File: src/rtl/div_pkg.sv
// ============================================================================
// Module : div_pkg
// Brief  : Shared types and sizing helpers for the shift/subtract divider.
// Rev    : 1.0  initial release
// ============================================================================
`default_nettype none

package div_pkg;

    typedef enum logic [1:0] {
        IDLE = 2'd0,
        CALC = 2'd1,
        FIN  = 2'd2
    } div_state_t;

    localparam int DIV_DW_DEFAULT = 16;

    function automatic int div_cnt_width(input int dw);
        return $clog2(dw + 1);
    endfunction

endpackage

`default_nettype wire

File: src/rtl/div_step.sv
// ============================================================================
// Module : div_step
// Brief  : One combinational restoring-division iteration (shift in, trial subtract).
// Rev    : 1.0  initial release
// ============================================================================
`default_nettype none

module div_step #(
    parameter int DW = 16
) (
    input  logic [DW-1:0] r_in,
    input  logic          q_msb,
    input  logic [DW-1:0] divisor,
    output logic [DW-1:0] r_next,
    output logic          q_bit
);

    logic [DW:0] trial;

    // The partial remainder is always below the divisor, so its top bit is
    // zero and only the low DW bits need carrying between iterations.
    always_comb begin
        trial = {r_in, q_msb};
        q_bit = (trial >= {1'b0, divisor});
        if (q_bit) begin
            r_next = trial[DW-1:0] - divisor;
        end else begin
            r_next = trial[DW-1:0];
        end
    end

endmodule

`default_nettype wire

File: src/rtl/shift_sub_divider.sv
// ============================================================================
// Module : shift_sub_divider
// Brief  : Sequential unsigned restoring divider, one quotient bit per clock.
// Rev    : 1.0  initial release
// ============================================================================
`default_nettype none

module shift_sub_divider
    import div_pkg::*;
#(
    parameter int DW = DIV_DW_DEFAULT
) (
    input  logic          clk,
    input  logic          rst,
    input  logic          start,
    input  logic [DW-1:0] dividend,
    input  logic [DW-1:0] divisor,
    output logic          busy,
    output logic          done,
    output logic [DW-1:0] quotient,
    output logic [DW-1:0] remainder,
    output logic          div_by_zero
);

    localparam int            CW        = div_cnt_width(DW);
    localparam logic [CW-1:0] LAST_STEP = CW'(DW - 1);

    div_state_t    state_q, state_d;
    logic [CW-1:0] cnt_q, cnt_d;
    logic [DW-1:0] dvs_q, dvs_d;
    logic [DW-1:0] r_q, r_d;
    logic [DW-1:0] sh_q, sh_d;
    logic          zero_q, zero_d;
    logic          busy_q, busy_d;
    logic          done_q, done_d;
    logic [DW-1:0] quot_q, quot_d;
    logic [DW-1:0] rem_q, rem_d;
    logic          dbz_q, dbz_d;

    logic [DW-1:0] step_r;
    logic          step_qbit;

    div_step #(
        .DW (DW)
    ) u_step (
        .r_in    (r_q),
        .q_msb   (sh_q[DW-1]),
        .divisor (dvs_q),
        .r_next  (step_r),
        .q_bit   (step_qbit)
    );

    always_ff @(posedge clk) begin
        if (!rst) begin
            state_q <= IDLE;
            cnt_q   <= '0;
            dvs_q   <= '0;
            r_q     <= '0;
            sh_q    <= '0;
            zero_q  <= 1'b0;
            busy_q  <= 1'b0;
            done_q  <= 1'b0;
            quot_q  <= '0;
            rem_q   <= '0;
            dbz_q   <= 1'b0;
        end else begin
            state_q <= state_d;
            cnt_q   <= cnt_d;
            dvs_q   <= dvs_d;
            r_q     <= r_d;
            sh_q    <= sh_d;
            zero_q  <= zero_d;
            busy_q  <= busy_d;
            done_q  <= done_d;
            quot_q  <= quot_d;
            rem_q   <= rem_d;
            dbz_q   <= dbz_d;
        end
    end

    always_comb begin
        state_d = state_q;
        case (state_q)
            IDLE: begin
                if (start) begin
                    state_d = (divisor == '0) ? FIN : CALC;
                end
            end
            CALC: begin
                if (cnt_q == LAST_STEP) begin
                    state_d = FIN;
                end
            end
            FIN:     state_d = IDLE;
            default: state_d = IDLE;
        endcase
    end

    always_comb begin
        cnt_d  = cnt_q;
        dvs_d  = dvs_q;
        r_d    = r_q;
        sh_d   = sh_q;
        zero_d = zero_q;
        busy_d = busy_q;
        done_d = 1'b0;
        quot_d = quot_q;
        rem_d  = rem_q;
        dbz_d  = dbz_q;
        case (state_q)
            IDLE: begin
                if (start) begin
                    dvs_d  = divisor;
                    cnt_d  = '0;
                    busy_d = 1'b1;
                    dbz_d  = 1'b0;
                    // A zero divisor skips iteration; preload the fixed result
                    // so the finishing state publishes it like any other.
                    if (divisor == '0) begin
                        zero_d = 1'b1;
                        sh_d   = '1;
                        r_d    = dividend;
                    end else begin
                        zero_d = 1'b0;
                        sh_d   = dividend;
                        r_d    = '0;
                    end
                end
            end
            CALC: begin
                r_d   = step_r;
                sh_d  = {sh_q[DW-2:0], step_qbit};
                cnt_d = cnt_q + CW'(1);
            end
            FIN: begin
                quot_d = sh_q;
                rem_d  = r_q;
                dbz_d  = zero_q;
                done_d = 1'b1;
                busy_d = 1'b0;
            end
            default: begin
                busy_d = 1'b0;
            end
        endcase
    end

    assign busy        = busy_q;
    assign done        = done_q;
    assign quotient    = quot_q;
    assign remainder   = rem_q;
    assign div_by_zero = dbz_q;

endmodule

`default_nettype wire

File: config.mk
export PLATFORM = sky130hd
export DESIGN_NAME = shift_sub_divider
export DESIGN_NICKNAME = d
export VERILOG_FILES = /design/src/rtl/div_pkg.sv /design/src/rtl/div_step.sv /design/src/rtl/shift_sub_divider.sv
export SDC_FILE = /design/constraint.sdc
export NUM_CORES = 1
export LEC_CHECK = 0
export ABC_AREA = 0
export CAP_MARGIN = 20
export CORE_MARGIN = 3
export CORE_UTILIZATION = 35
export DETAILED_ROUTE_END_ITERATION = 10
export PLACE_DENSITY_LB_ADDON = 0.12
export SKIP_LAST_GASP = 1
export SYNTH_ARGS = -nofsm -noshare
export SYNTH_HDL_FRONTEND = slang
export SYNTH_HIERARCHICAL = 1
export SYNTH_SLANG_ARGS = --single-unit
export TNS_END_PERCENT = 10
File: constraint.sdc
create_clock -name clk -period 8.8 [get_ports clk]
set_clock_uncertainty 0.1 [all_clocks]
set_input_delay 1.32 -clock clk [delete_from_list [all_inputs] [get_ports clk]]
set_output_delay 1.32 -clock clk [all_outputs]
set_load 0.1 [all_outputs]
# ---- Word level (Yosys, flattened, before mapping)
# Cells that the tools add are included.
dict set report word_totals {
  ff_bits 91
  input_bits 35
}
dict set report op_classes {
  reduce_logical 9
  eq_ne 5
  n_addsub 2
  mux 19
  bitwise_logic 1
  magnitude_cmp 1
}
# operator count
set ops {}
lappend ops {{$mux 16} 5}
lappend ops {{$pmux 16 s2} 2}
lappend ops {{$ge 17x16->1} 1}
lappend ops {{$logic_not 16->1} 1}
lappend ops {{$sub 16x16->16} 1}
lappend ops {{$pmux 5 s2} 1}
lappend ops {{$reduce_and 2->1} 5}
lappend ops {{$mux 2} 3}
lappend ops {{$add 5x1->5 const B} 1}
lappend ops {{$eq 5x4->1 const B} 1}
lappend ops {{$mux 5} 1}
lappend ops {{$mux 1} 4}
lappend ops {{$ne 2x2->1 const B} 2}
lappend ops {{$pmux 1 s2} 2}
lappend ops {{$pmux 2 s2} 1}
lappend ops {{$reduce_bool 2->1} 2}
lappend ops {{$eq 2x1->1 const B} 1}
lappend ops {{$eq 2x2->1 const B} 1}
lappend ops {{$logic_not 2->1} 1}
lappend ops {{$not 1->1} 1}

# ---- Longest topological paths before layout
dict set report logic_depth {
  depth_word 4
  ltp_mapped 14
}

# ---- By module
# The synthesis kept the hierarchy.
# module cells_each n_inst area_per_inst_um2
set by_module_without_submodules {}
lappend by_module_without_submodules {shift_sub_divider 494 1 3968.8}
lappend by_module_without_submodules {div_step 157 1 1229.9}

# ---- Least setup slack after synthesis
# OpenSTA, ideal clock, no wires.
dict set report synth_path {
  path_type {register to register}
  from {register dvs_q[6]}
  to {register r_q[10]}
  required_ns 8.578
  path_slack_ns 5.654
  stages_incl_launch_ff 14
  arrival_ns 2.924
  cell_sequence {dfxtp_1 > inv_1 > ha_1 > a211oi_2 > o211ai_2 > a221oi_4 > a211oi_2 > a2111oi_4 > buf_6 > mux2_4 > inv_1 > a21oi_1 > o21ai_0 > a21oi_1}
}
dict set report synth_between {
  elab_chain_cells 3
  word_cells_on_any_way 4
}
# item line
set synth_lines {}
lappend synth_lines {{start, declared} shift_sub_divider.sv:30} ;# logic [DW-1:0] dvs_q, dvs_d;
lappend synth_lines {{start signal, assigned} shift_sub_divider.sv:69} ;# dvs_q <= dvs_d;
lappend synth_lines {{$sub 16x16->16 or $ge 17x16->1 (tied branches)} {div_step.sv:26, div_step.sv:24}}
lappend synth_lines {{$mux 16 (*)} div_step.sv:25} ;# if (q_bit) begin
lappend synth_lines {{via step_r[10]} shift_sub_divider.sv:40} ;# logic [DW-1:0] step_r;
lappend synth_lines {{$pmux 16 s2 (*)} shift_sub_divider.sv:110} ;# case (state_q)
lappend synth_lines {{end signal, assigned} shift_sub_divider.sv:70} ;# r_q <= r_d;
lappend synth_lines {{end, declared} shift_sub_divider.sv:31} ;# logic [DW-1:0] r_q, r_d;
# The timed path passes the listed nets; every way through them passes the cells marked *.
# A chain may end at the register's enable or synchronous reset.

# ---- Final worst setup path
dict set report layout_path {
  from {input start}
  to {register sh_q[3]}
}
dict set report layout_between {
  elab_chain_cells 2
}
# item line
set layout_lines {}
lappend layout_lines {{start, declared} shift_sub_divider.sv:15} ;# input logic start,
lappend layout_lines {{$ne 2x2->1 (no line)} --}
lappend layout_lines {{$reduce_and 2->1 (no line)} --}
lappend layout_lines {{end signal, assigned} shift_sub_divider.sv:59} ;# sh_q <= '0;
lappend layout_lines {{end signal, assigned} shift_sub_divider.sv:71} ;# sh_q <= sh_d;
lappend layout_lines {{end, declared} shift_sub_divider.sv:32} ;# logic [DW-1:0] sh_q, sh_d;
# No other way between the ends.

==> reports/qor.csv <==
metric,value,unit
Crit Path Max Fanout,22,
share of cells above drive strength 1,0.0879,
sequential share of power,0.381,
Int Power,0.000831,W
crit start category,input port,
"top cells by area, synth","dfxtp_1, nand2_1, a21boi_0",
largest net degree at the start of global routing,108,
Post-Route WL,14000,um
"EDFF count, synth",0,
wire per inst,16.0,um
Routed Antenna Nets,0,
switching share of total power,0.309,
critical path endpoint category,flip-flop,
f_max,0.263,GHz
Worst-path clk slew,0.07,ns
Die ar.,16400,um2
Starting Density,0.366,
maxcap violations,0,
hold_buf cts,0,
final worst-path cycle share,0.432,
die span in x,128,um
Syn Std Cell Area,5200,um2
Worst-Skew Late Latency,0.34,ns
PwrDens,194,nW/um2
DRT Pass-1 Iters,7,
switching pwr,0.000371,W
clk buf depth,2,
initial antenna violation count,0,
H-tree depth,3,
register area,1820,um2
GPL Wtd Cong,0.833,
vias post-DR,4630,
Crit-path slowest cell,a21oi_4,
Synth Flop Type,dfxtp_1,
Critical Path RT,8.91,ns
Vias/cell,5.30,
Simple-Gate Fraction of Synth Area,0.185,
initial DRC count,212,
DPL Wire Length,10300,um
diode count,0,
post-synth top area share,0.350,
sequential cell area fraction in the yosys report,0.350,
"commonest non-fill, non-tap cells in the layout","nand2_1, dfxtp_1, clkdlybuf4s50_1",
dpl ws,4.60,ns
largest area contributor in the netlist,dfxtp_1,
multiplexer share of the synthesized area,0.0424,
area growth from synthesis to layout,19.1,%
CTS buffer count,9,
Multi-input gate area,2910,um2
final hold vios,0,
clock share of power,0.331,
Filler Cell Count,1486,
"commonest non-fill, non-tap cell in the layout",nand2_1,
clock sink count,91,
CP Class,input port to flip-flop,
number of synthesized register bits,91,
critical path arrival,3.91,ns
"Largest stage delay, worst path",0.72,ns
CTS tree,yes,
GRT overflow,0,
Adder-Cell Fraction of Synth Area,0.0472,
Leak Pwr,2.33,nW
fin util,0.436,
Pwr Total,0.00120,W
Peak VDD IR,0.101,mV
largest family of logic cells by synthesized area,compound AO/OA/AOI/OAI gates,
RSZ-0062 raised after global routing,no,
DRC violations left,0,
final hold slack,0.357,ns
setup tns final,0,ns
combinational share of power,0.288,
CTS root buffer,clkbuf_16,
"FFs w/ async S/R, synth",0,
Cell variety after synth,66,
Slew @ Worst Pin,1.11,ns
final setup fails,0,
Final #Nets,743,
Total Routing Usage GR,0.174,
Slew headroom,0.262,
vias in the first global route,4544,
xor/xnor share of the synthesized area,0.0135,
port bufs,69,
r2r setup slk,5.42,ns
Mapped Cells,651,
Hold Crit Class,flip-flop to flip-flop,
fin crit period,3.81,ns
Rows,43,
max-slew violation count,0,
Post-CTS Resized,0,
setup bufs post-CTS,0,
worst setup margin,4.99,ns
status,completed,
Yosys warnings,6,
Mapped Nets,705,
num ports,70,
Synth Area in Compound Gates,0.271,
die height,128,um
total core area,14200,um2
first-pass GRT wire length,22900,um
worst path cell trace,clkdlybuf4s50_1 -> nor2b_2 -> nand2_1 -> a21oi_4 -> a21oi_1,
Mapped Avg Cell Area,7.99,um2
==> sequential cells by signal (all words and copies together) (netlist names), 2 cells and up <==
name / cells
cnt_q: 5
r_q: 16
remainder: 16
dvs_q: 16
sh_q: 16
quotient: 16
state_q: 2
==> cells by family after synthesis <==
group | after synthesis
simple gates | 217
xor+xnor | 8
mux | 18
fa+ha+maj | 19
compound gates | 196
buf+inv | 102
flops | 91
==> path summary, 6_finish.rpt <==
check / startpoint / end / cells past startpoint
max: start / sh_q[3] / 5
max reg2reg: dvs_q[10] / r_q[15] / 12
min: remainder[11] / remainder[11] / 2
min reg2reg: remainder[11] / remainder[11] / 2
==> power groups by stage <==
stage	clock, W	sequential [W]	combinational [W]
after floorplan	0	0.000458	0.000274
after global placement	0	0.000467	0.000340
after detailed placement	0	0.000467	0.000344
after CTS	0.000410	0.000458	0.000346
after global routing	0.000425	0.000461	0.000383
final	0.000399	0.000458	0.000346
==> routing by layer <==
metal,wire length (um),share of wire,track usage,up-vias
li1,-,-,-,2311
met2,6450,0.46,0.282,103
met5,0,0,0,-
met1,6800,0.49,0.236,2200
met4,227,0.016,0.0518,0
met3,510,0.036,0.0333,16
==> critical path, delay by kind of cell <==
family,cells,cell delay (ns)
simple gates,2,1.20
compound gates,2,0.87
buf+inv,1,0.50
==> synth_stat cells (4+ instances only) <==
master and n:
o221ai_1 16, nand3_1 19, buf_2 17, a21oi_2 11
nor3_1 5, mux2_4 6, o21a_1 7, nand2_1 121
and2_1 5, nor2b_1 7, and3_1 5, o21ai_0 30
dfxtp_1 91, mux2i_1 4, xor2_1 4, a21boi_1 9
buf_6 5, a21boi_0 40, a21oi_1 43, nor2_1 37
clkbuf_1 16, buf_4 7, o211ai_1 4, xnor2_1 4
inv_1 55, ha_1 18, mux2_2 8
==> per-stage QoR <==
stage / instances / cell area [um2]
after global placement: 858 / 5880
after detailed placement: 858 / 5880
final: 874 / 6190
after floorplan: 651 / 5200
after global routing: 874 / 6190
after CTS: 874 / 6190
==> layout make-up <==
type                       instances  share of cell area
sequential                        91               0.294
multi-input combinational        458               0.470
tap                              180              0.0364
timing repair buffer              74               0.117
inverter                          55              0.0334
clock buffer                      12              0.0414
clock inverter                     4             0.00788
Note: power is estimated with default switching activity, not from simulation.
